--- config.mk ---
export PLATFORM = sky130hd
export DESIGN_NAME = jt12_fir_sched_flat
export DESIGN_NICKNAME = d
export VERILOG_FILES = /design/src/rtl/jt12_fir_sched_if.sv /design/src/rtl/jt12_fir_sched.sv /design/src/flat_wrapper.sv
export SDC_FILE = /design/constraint.sdc
export NUM_CORES = 1
export LEC_CHECK = 0
export BUFFER_PORTS_ARGS = -buffer_cell sky130_fd_sc_hd__buf_4
export CAP_MARGIN = 20
export CORE_MARGIN = 3
export CORE_UTILIZATION = 59
export DETAILED_ROUTE_END_ITERATION = 8
export PLACE_DENSITY = 0.88
export SLEW_MARGIN = 30
export SYNTH_ARGS = -nofsm -noshare
export SYNTH_HDL_FRONTEND = slang
export SYNTH_SLANG_ARGS = --single-unit
export TNS_END_PERCENT = 5
--- constraint.sdc ---
create_clock -name clk -period 2.5 [get_ports clk]
set_clock_uncertainty 0.1 [all_clocks]
set_input_delay 0.375 -clock clk [delete_from_list [all_inputs] [get_ports clk]]
set_output_delay 0.375 -clock clk [all_outputs]
set_load 0.02 [all_outputs]
--- src/rtl/jt12_fir_sched_if.sv ---
// Source-sample and FIR-slot bus of the FM/PSG scheduler.
// The scheduler is the slave: it consumes strobes and fir_ready and drives the slot outputs.
interface jt12_fir_sched_if #(parameter int DW = 9);
  logic          en;
  logic          fm_sample;
  logic [DW-1:0] fm_left;
  logic [DW-1:0] fm_right;
  logic          psg_sample;
  logic [DW-1:0] psg_left;
  logic [DW-1:0] psg_right;
  logic          fir_ready;
  logic          clr_ovr;
  logic          fir_sample;
  logic [DW-1:0] fir_left;
  logic [DW-1:0] fir_right;
  logic [1:0]    fir_slot;
  logic          fm_ovr;
  logic          psg_ovr;

  modport master (
    output en, fm_sample, fm_left, fm_right, psg_sample, psg_left, psg_right,
           fir_ready, clr_ovr,
    input  fir_sample, fir_left, fir_right, fir_slot, fm_ovr, psg_ovr
  );

  modport slave (
    input  en, fm_sample, fm_left, fm_right, psg_sample, psg_left, psg_right,
           fir_ready, clr_ovr,
    output fir_sample, fir_left, fir_right, fir_slot, fm_ovr, psg_ovr
  );
endinterface

--- src/rtl/jt12_fir_sched.sv ---
// Shares one stereo FIR interpolator between FM and PSG. Latest sample of each source is
// held and issued into fixed-cadence slots FM,Z,PSG,Z (or FM,PSG without zero stuffing).
module jt12_fir_sched #(
  parameter int DW       = 9,
  parameter int SLOT_CYC = 42,
  parameter bit ZSTUFF   = 1'b1
) (
  input  logic             clk,
  input  logic             rst,
  jt12_fir_sched_if.slave  bus
);
  localparam int            CW      = $clog2(SLOT_CYC);
  localparam logic [CW-1:0] CNT_END = CW'(SLOT_CYC - 1);

  typedef enum logic [1:0] {IDLE, ISSUE, WAIT} state_t;

  state_t        state, state_nxt;
  logic [CW-1:0] cnt;
  logic [1:0]    ptr, ptr_nxt;
  logic          go;
  logic          fm_iss, psg_iss;
  logic [DW-1:0] hold_fm_l, hold_fm_r, hold_psg_l, hold_psg_r;
  logic          pend_fm, pend_psg;

  // Slot pointer sequence; without stuffing the zero slots are skipped.
  assign ptr_nxt = ZSTUFF ? ptr + 2'd1 : ((ptr == 2'd0) ? 2'd2 : 2'd0);
  assign fm_iss  = go && (ptr == 2'd0);
  assign psg_iss = go && (ptr == 2'd2);

  // Next state; go marks the edge that launches a slot (fir_sample visible in ISSUE).
  always_comb begin
    state_nxt = state;
    go        = 1'b0;
    case (state)
      IDLE: if (bus.en && bus.fir_ready) begin
        state_nxt = ISSUE;
        go        = 1'b1;
      end
      ISSUE: state_nxt = WAIT;
      WAIT: if (cnt == CNT_END) begin
        if (!bus.en) state_nxt = IDLE;
        else if (bus.fir_ready) begin
          state_nxt = ISSUE;
          go        = 1'b1;
        end
      end
      default: state_nxt = IDLE;
    endcase
  end

  // State register.
  always_ff @(posedge clk) begin
    if (rst) state <= IDLE;
    else     state <= state_nxt;
  end

  // Slot timer (holds at its end value while the FIR stalls) and slot pointer.
  always_ff @(posedge clk) begin
    if (rst) begin
      cnt <= '0;
      ptr <= 2'd0;
    end else begin
      if (state == ISSUE)                     cnt <= CW'(1);
      else if (state == WAIT && cnt != CNT_END) cnt <= cnt + CW'(1);
      if (go)                                 ptr <= ptr_nxt;
      else if (state == WAIT && cnt == CNT_END && !bus.en) ptr <= 2'd0;
    end
  end

  // Holding registers, pending flags and sticky overruns; a set beats clr_ovr.
  always_ff @(posedge clk) begin
    if (rst) begin
      hold_fm_l  <= '0;
      hold_fm_r  <= '0;
      hold_psg_l <= '0;
      hold_psg_r <= '0;
      pend_fm    <= 1'b0;
      pend_psg   <= 1'b0;
      bus.fm_ovr  <= 1'b0;
      bus.psg_ovr <= 1'b0;
    end else begin
      if (bus.fm_sample) begin
        hold_fm_l <= bus.fm_left;
        hold_fm_r <= bus.fm_right;
      end
      if (bus.psg_sample) begin
        hold_psg_l <= bus.psg_left;
        hold_psg_r <= bus.psg_right;
      end
      pend_fm  <= bus.fm_sample  | (pend_fm  & ~fm_iss);
      pend_psg <= bus.psg_sample | (pend_psg & ~psg_iss);
      if (bus.fm_sample && pend_fm && !fm_iss) bus.fm_ovr <= 1'b1;
      else if (bus.clr_ovr)                   bus.fm_ovr <= 1'b0;
      if (bus.psg_sample && pend_psg && !psg_iss) bus.psg_ovr <= 1'b1;
      else if (bus.clr_ovr)                      bus.psg_ovr <= 1'b0;
    end
  end

  // Registered slot outputs; data holds between pulses, zero slots drive exact 0.
  always_ff @(posedge clk) begin
    if (rst) begin
      bus.fir_sample <= 1'b0;
      bus.fir_left   <= '0;
      bus.fir_right  <= '0;
      bus.fir_slot   <= 2'd0;
    end else begin
      bus.fir_sample <= go;
      if (go) begin
        bus.fir_slot <= ptr;
        case (ptr)
          2'd0:    begin bus.fir_left <= hold_fm_l;  bus.fir_right <= hold_fm_r;  end
          2'd2:    begin bus.fir_left <= hold_psg_l; bus.fir_right <= hold_psg_r; end
          default: begin bus.fir_left <= '0;         bus.fir_right <= '0;         end
        endcase
      end
    end
  end
endmodule
--- src/flat_wrapper.sv ---
// flat-port wrapper written by rule: the top's interface ports become plain ports
module jt12_fir_sched_flat 
#(
  parameter int DW       = 9,
  parameter int SLOT_CYC = 42,
  parameter bit ZSTUFF   = 1'b1
)
  (clk, rst, bus_en, bus_fm_sample, bus_fm_left, bus_fm_right, bus_psg_sample, bus_psg_left, bus_psg_right, bus_fir_ready, bus_clr_ovr, bus_fir_sample, bus_fir_left, bus_fir_right, bus_fir_slot, bus_fm_ovr, bus_psg_ovr);
  jt12_fir_sched_if #(.DW(DW)) bus_i ();
  input  logic clk;
  input  logic rst;
  input wire logic [$bits(bus_i.en)-1:0] bus_en;
  input wire logic [$bits(bus_i.fm_sample)-1:0] bus_fm_sample;
  input wire logic [$bits(bus_i.fm_left)-1:0] bus_fm_left;
  input wire logic [$bits(bus_i.fm_right)-1:0] bus_fm_right;
  input wire logic [$bits(bus_i.psg_sample)-1:0] bus_psg_sample;
  input wire logic [$bits(bus_i.psg_left)-1:0] bus_psg_left;
  input wire logic [$bits(bus_i.psg_right)-1:0] bus_psg_right;
  input wire logic [$bits(bus_i.fir_ready)-1:0] bus_fir_ready;
  input wire logic [$bits(bus_i.clr_ovr)-1:0] bus_clr_ovr;
  output wire logic [$bits(bus_i.fir_sample)-1:0] bus_fir_sample;
  output wire logic [$bits(bus_i.fir_left)-1:0] bus_fir_left;
  output wire logic [$bits(bus_i.fir_right)-1:0] bus_fir_right;
  output wire logic [$bits(bus_i.fir_slot)-1:0] bus_fir_slot;
  output wire logic [$bits(bus_i.fm_ovr)-1:0] bus_fm_ovr;
  output wire logic [$bits(bus_i.psg_ovr)-1:0] bus_psg_ovr;
  assign bus_i.en = bus_en;
  assign bus_i.fm_sample = bus_fm_sample;
  assign bus_i.fm_left = bus_fm_left;
  assign bus_i.fm_right = bus_fm_right;
  assign bus_i.psg_sample = bus_psg_sample;
  assign bus_i.psg_left = bus_psg_left;
  assign bus_i.psg_right = bus_psg_right;
  assign bus_i.fir_ready = bus_fir_ready;
  assign bus_i.clr_ovr = bus_clr_ovr;
  assign bus_fir_sample = bus_i.fir_sample;
  assign bus_fir_left = bus_i.fir_left;
  assign bus_fir_right = bus_i.fir_right;
  assign bus_fir_slot = bus_i.fir_slot;
  assign bus_fm_ovr = bus_i.fm_ovr;
  assign bus_psg_ovr = bus_i.psg_ovr;
  jt12_fir_sched #(.DW(DW), .SLOT_CYC(SLOT_CYC), .ZSTUFF(ZSTUFF)) u_core (.clk(clk), .rst(rst), .bus(bus_i));
endmodule
==> impl_metrics.xml <==
<?xml version="1.0" encoding="UTF-8"?>
<metrics>
  <group name="yosys">
    <metric name="count_of_flip_flops_with_a_built_in_enable_after_synthesis" unit="">0</metric>
    <metric name="syn-mean-instance-area" unit="um2">10.7</metric>
    <metric name="yosys.area.top_type_share" unit="%">42.6</metric>
    <metric name="yosys-top-cells-area" unit="">sky130_fd_sc_hd__dfxtp_1 (43%), sky130_fd_sc_hd__mux2i_1 (11%), sky130_fd_sc_hd__a211oi_2 (10%)</metric>
    <metric name="mux_cell_area_share_after_synthesis" unit="%">12.3</metric>
    <metric name="postSynth.topFlopCell" unit="">sky130_fd_sc_hd__dfxtp_1</metric>
    <metric name="synthSimpleGateAreaFrac" unit="%">12.4</metric>
    <metric name="postSynth.asyncResetShare" unit="%">0</metric>
    <metric name="synth_cell_type_count" unit="">45</metric>
    <metric name="synthesis.nets" unit="">358</metric>
    <metric name="yosys.cell_count.top_type" unit="">sky130_fd_sc_hd__dfxtp_1</metric>
    <metric name="synth_top_area_cell" unit="">sky130_fd_sc_hd__dfxtp_1</metric>
    <metric name="yosys.area_share.xor_xnor" unit="%">0</metric>
    <metric name="ys_seq_elements" unit="">71</metric>
    <metric name="cells_after_synthesis" unit="">311</metric>
    <metric name="synth.cells.most_frequent" unit="">sky130_fd_sc_hd__dfxtp_1 (71), sky130_fd_sc_hd__nor2_1 (42), sky130_fd_sc_hd__mux2i_1 (38)</metric>
    <metric name="post_synth_instance_area" unit="um2">3340</metric>
    <metric name="synth-seq-area-share" unit="%">42.6</metric>
    <metric name="synth_compound_gate_area_share" unit="%">22.6</metric>
    <metric name="synth_top_family_by_area" unit="">compound AO/OA/AOI/OAI gates</metric>
    <metric name="synthesis.yosys.warnings" unit="">0</metric>
    <metric name="synth-adder-area-share" unit="%">1.50</metric>
  </group>
  <group name="layout">
    <metric name="multi_input_area" unit="um2">1630</metric>
    <metric name="final_area" unit="um2">3940</metric>
    <metric name="final_layout_size_suffix_gt1_share" unit="%">31.9</metric>
    <metric name="area_growth_syn_to_layout" unit="%">18.0</metric>
    <metric name="fillerInstances" unit="">378</metric>
    <metric name="layoutNonFillerInstCount" unit="">440</metric>
    <metric name="fin_nets" unit="">412</metric>
    <metric name="area.sequential" unit="um2">1420</metric>
    <metric name="antennaDiodeCount" unit="">0</metric>
    <metric name="finish.utilization" unit="%">74.3</metric>
  </group>
  <group name="timing">
    <metric name="setup_repair_after_global_routing_missed_its_margin" unit="">false</metric>
    <metric name="timing.fmax" unit="MHz">473</metric>
    <metric name="holdWs" unit="ps">161</metric>
    <metric name="period_share" unit="%">84.6</metric>
    <metric name="slew_headroom" unit="%">46.1</metric>
    <metric name="timing_worst_slew_pin_value" unit="ps">808</metric>
    <metric name="hold_viol" unit="">0</metric>
    <metric name="postLayoutSetupSlackWorst" unit="ps">385</metric>
    <metric name="setup_violations" unit="">0</metric>
    <metric name="setup_tns_after_final_layout" unit="ps">0</metric>
    <metric name="final.min_clock_period" unit="ps">2110</metric>
    <metric name="finalMaxSlewViolations" unit="">0</metric>
  </group>
  <group name="pwr">
    <metric name="power.density" unit="nW/um2">694</metric>
    <metric name="power.static_leakage" unit="nW">1.61</metric>
    <metric name="finalPower" unit="mW">2.74</metric>
    <metric name="vdd_drop_max" unit="uV">495</metric>
  </group>
  <group name="hold_path">
    <metric name="whs_path_depth" unit="">3</metric>
    <metric name="worst_hold_path_type" unit="">primary input to flip-flop</metric>
    <metric name="holdCritStartpoint" unit="">bus_psg_right[0]</metric>
    <metric name="min_delay_worst_endpoint" unit="">u_core.hold_psg_r[0]</metric>
  </group>
  <group name="placed_design">
    <metric name="detailed_place_hpwl" unit="um">4850</metric>
    <metric name="buffer_ports.inserted" unit="">65</metric>
    <metric name="finalWeightedCongestion" unit="">0.888</metric>
    <metric name="dpl_cell_area" unit="um2">3690</metric>
    <metric name="place_inst" unit="">424</metric>
    <metric name="dp_slack" unit="ps">411</metric>
  </group>
  <group name="grt">
    <metric name="grt.total_usage" unit="%">24.2</metric>
    <metric name="number_of_global_route_vias_before_repair" unit="">2538</metric>
    <metric name="globalRouteOverflowTotal" unit="">0</metric>
    <metric name="grt_start_max_net_pins" unit="">34</metric>
    <metric name="antenna_found_initial" unit="">0</metric>
    <metric name="first_pass_grt_wire_length" unit="um">12000</metric>
  </group>
  <group name="setup_path">
    <metric name="setup.worst_path.end_class" unit="">flip-flop</metric>
    <metric name="critical_path.reg2reg.startpoint" unit="">u_core.cnt[0]</metric>
    <metric name="crit_path_start_kind" unit="">flip-flop</metric>
    <metric name="cp_data_arrival_time" unit="ps">2280</metric>
    <metric name="ff2ff_setup_slack" unit="ps">390</metric>
    <metric name="timing.rr.end" unit="">u_core.ptr[0]</metric>
    <metric name="timing.setup.critical_path_class" unit="">flip-flop to flip-flop</metric>
    <metric name="worst_ep_required_time" unit="ps">2670</metric>
    <metric name="worst-path-max-fanout" unit="">24</metric>
    <metric name="worstRegToRegCells" unit="">4</metric>
  </group>
  <group name="floorplanning">
    <metric name="top_level_ports" unit="">66</metric>
    <metric name="floorplan.core_area" unit="um2">5300</metric>
    <metric name="initial_core_util" unit="%">63.0</metric>
    <metric name="die_w" unit="um">81.2</metric>
    <metric name="die_area" unit="um2">6600</metric>
    <metric name="die_y" unit="um">81.2</metric>
    <metric name="placementRows" unit="">26</metric>
  </group>
  <group name="cts">
    <metric name="cts_root_buffer" unit="">sky130_fd_sc_hd__clkbuf_8</metric>
    <metric name="number_of_buffers_on_the_longest_clock_path" unit="">2</metric>
    <metric name="number_of_setup_buffers_added_after_cts" unit="">0</metric>
    <metric name="postCtsResizedCells" unit="">0</metric>
    <metric name="cts-buffers-inserted" unit="">9</metric>
    <metric name="cts_hold_buffers" unit="">0</metric>
    <metric name="tritoncts" unit="">yes</metric>
    <metric name="clock_insertion_delay_worst_skew" unit="ps">350</metric>
    <metric name="ctsHtreeMaxLevel" unit="">3</metric>
    <metric name="clkSinkCount" unit="">71</metric>
    <metric name="clkSlewWorstSetupHoldPaths" unit="ps">80</metric>
  </group>
  <group name="route">
    <metric name="detail_route.first_pass.iterations" unit="">5</metric>
    <metric name="detailedRoute.firstIterationViolations" unit="">181</metric>
    <metric name="vias" unit="">2600</metric>
    <metric name="drc" unit="">0</metric>
    <metric name="drt_via_density" unit="">5.91</metric>
    <metric name="routed_wirelength" unit="um">7400</metric>
    <metric name="postRouteAntennaNets" unit="">0</metric>
    <metric name="detail_route.wl_per_cell" unit="um">16.8</metric>
  </group>
  <group name="outcome">
    <metric name="outcome" unit="">finished, final reports clean</metric>
  </group>
  <group name="job">
    <metric name="cap_violations" unit="">0</metric>
  </group>
</metrics>
power by group:
| group | total (mW) | switching, mW | internal, mW |
|---|---|---|---|
| logic | 0.366 | 0.190 | 0.175 |
| registers | 1.25 | 0.0506 | 1.20 |
| clock network | 1.12 | 0.432 | 0.690 |
worst max path at each step:
stage / startpoint / cells after the start / slack [ps] / to
global route: u_core.cnt[0] / 4 / 260 / u_core.ptr[0]
detailed placement: u_core.cnt[0] / 4 / 410 / u_core.ptr[0]
global placement: u_core.cnt[0] / 4 / 530 / u_core.pend_psg
floorplan: u_core.cnt[1] / 6 / 800 / u_core.bus.fir_slot[0]
CTS: u_core.cnt[0] / 4 / 390 / u_core.ptr[0]
finish: u_core.cnt[0] / 4 / 390 / u_core.ptr[0]
sequential cells by signal, summed over array words and instances (netlist names):
register / cells
u_core.bus.fir_sample: 1
u_core.hold_psg_l: 9
u_core.bus.fir_left: 9
u_core.ptr: 2
u_core.pend_psg: 1
u_core.cnt: 6
u_core.hold_fm_l: 9
u_core.bus.fir_slot: 2
u_core.bus.psg_ovr: 1
u_core.hold_fm_r: 9
u_core.pend_fm: 1
u_core.bus.fm_ovr: 1
u_core.state: 2
u_core.bus.fir_right: 9
u_core.hold_psg_r: 9
layout make-up:
| class | count | share of cell area, % |
|---|---|---|
| Multi-Input combinational cell | 204 | 41.3 |
| Timing Repair Buffer | 70 | 13.3 |
| Clock inverter | 5 | 2.67 |
| Tap cell | 70 | 2.22 |
| Inverter | 9 | 0.857 |
| Clock buffer | 11 | 3.59 |
| Sequential cell | 71 | 36.1 |
routing by layer:
metal  up-vias  share of wire [%]  GRT usage [%]
met2        82                 50           40.2
met1      1246                 42           29.6
met5         -                  0              0
li1       1255                  -              -
met3        17                6.0           6.54
met4         0                2.2           10.3
cell families after synthesis:
| kind of cell | count (synthesis) |
|---|---|
| AOI/OAI and AO/OA | 80 |
| adders and majority gates | 4 |
| buffers and inverters | 36 |
| DFF | 71 |
| muxes | 40 |
| and+or+nand+nor | 80 |
placed cells by master (no fill, tap or decap), types with 3 or more instances in the layout:
master	n
sky130_fd_sc_hd__dfxtp_1	71
sky130_fd_sc_hd__buf_4	70
sky130_fd_sc_hd__nor2_1	42
sky130_fd_sc_hd__mux2i_1	38
sky130_fd_sc_hd__a211oi_2	28
sky130_fd_sc_hd__a22oi_1	18
sky130_fd_sc_hd__clkbuf_8	10
sky130_fd_sc_hd__inv_1	9
sky130_fd_sc_hd__a211oi_1	9
sky130_fd_sc_hd__nand2_1	8
sky130_fd_sc_hd__nor2b_1	8
sky130_fd_sc_hd__a31oi_1	4
sky130_fd_sc_hd__nand3_1	4
sky130_fd_sc_hd__ha_1	4
sky130_fd_sc_hd__nor4bb_1	3
sky130_fd_sc_hd__o31ai_1	3
sky130_fd_sc_hd__o21ai_0	3
sky130_fd_sc_hd__nand4_1	3
sky130_fd_sc_hd__bufinv_16	3
critical path: stages, from the launching register on:
cell and delay (ps):
sky130_fd_sc_hd__dfxtp_1 500, sky130_fd_sc_hd__ha_1 250, sky130_fd_sc_hd__and4bb_1 500, sky130_fd_sc_hd__a21o_4 430, sky130_fd_sc_hd__mux2i_1 250
Power figures use the tool's default switching activity.
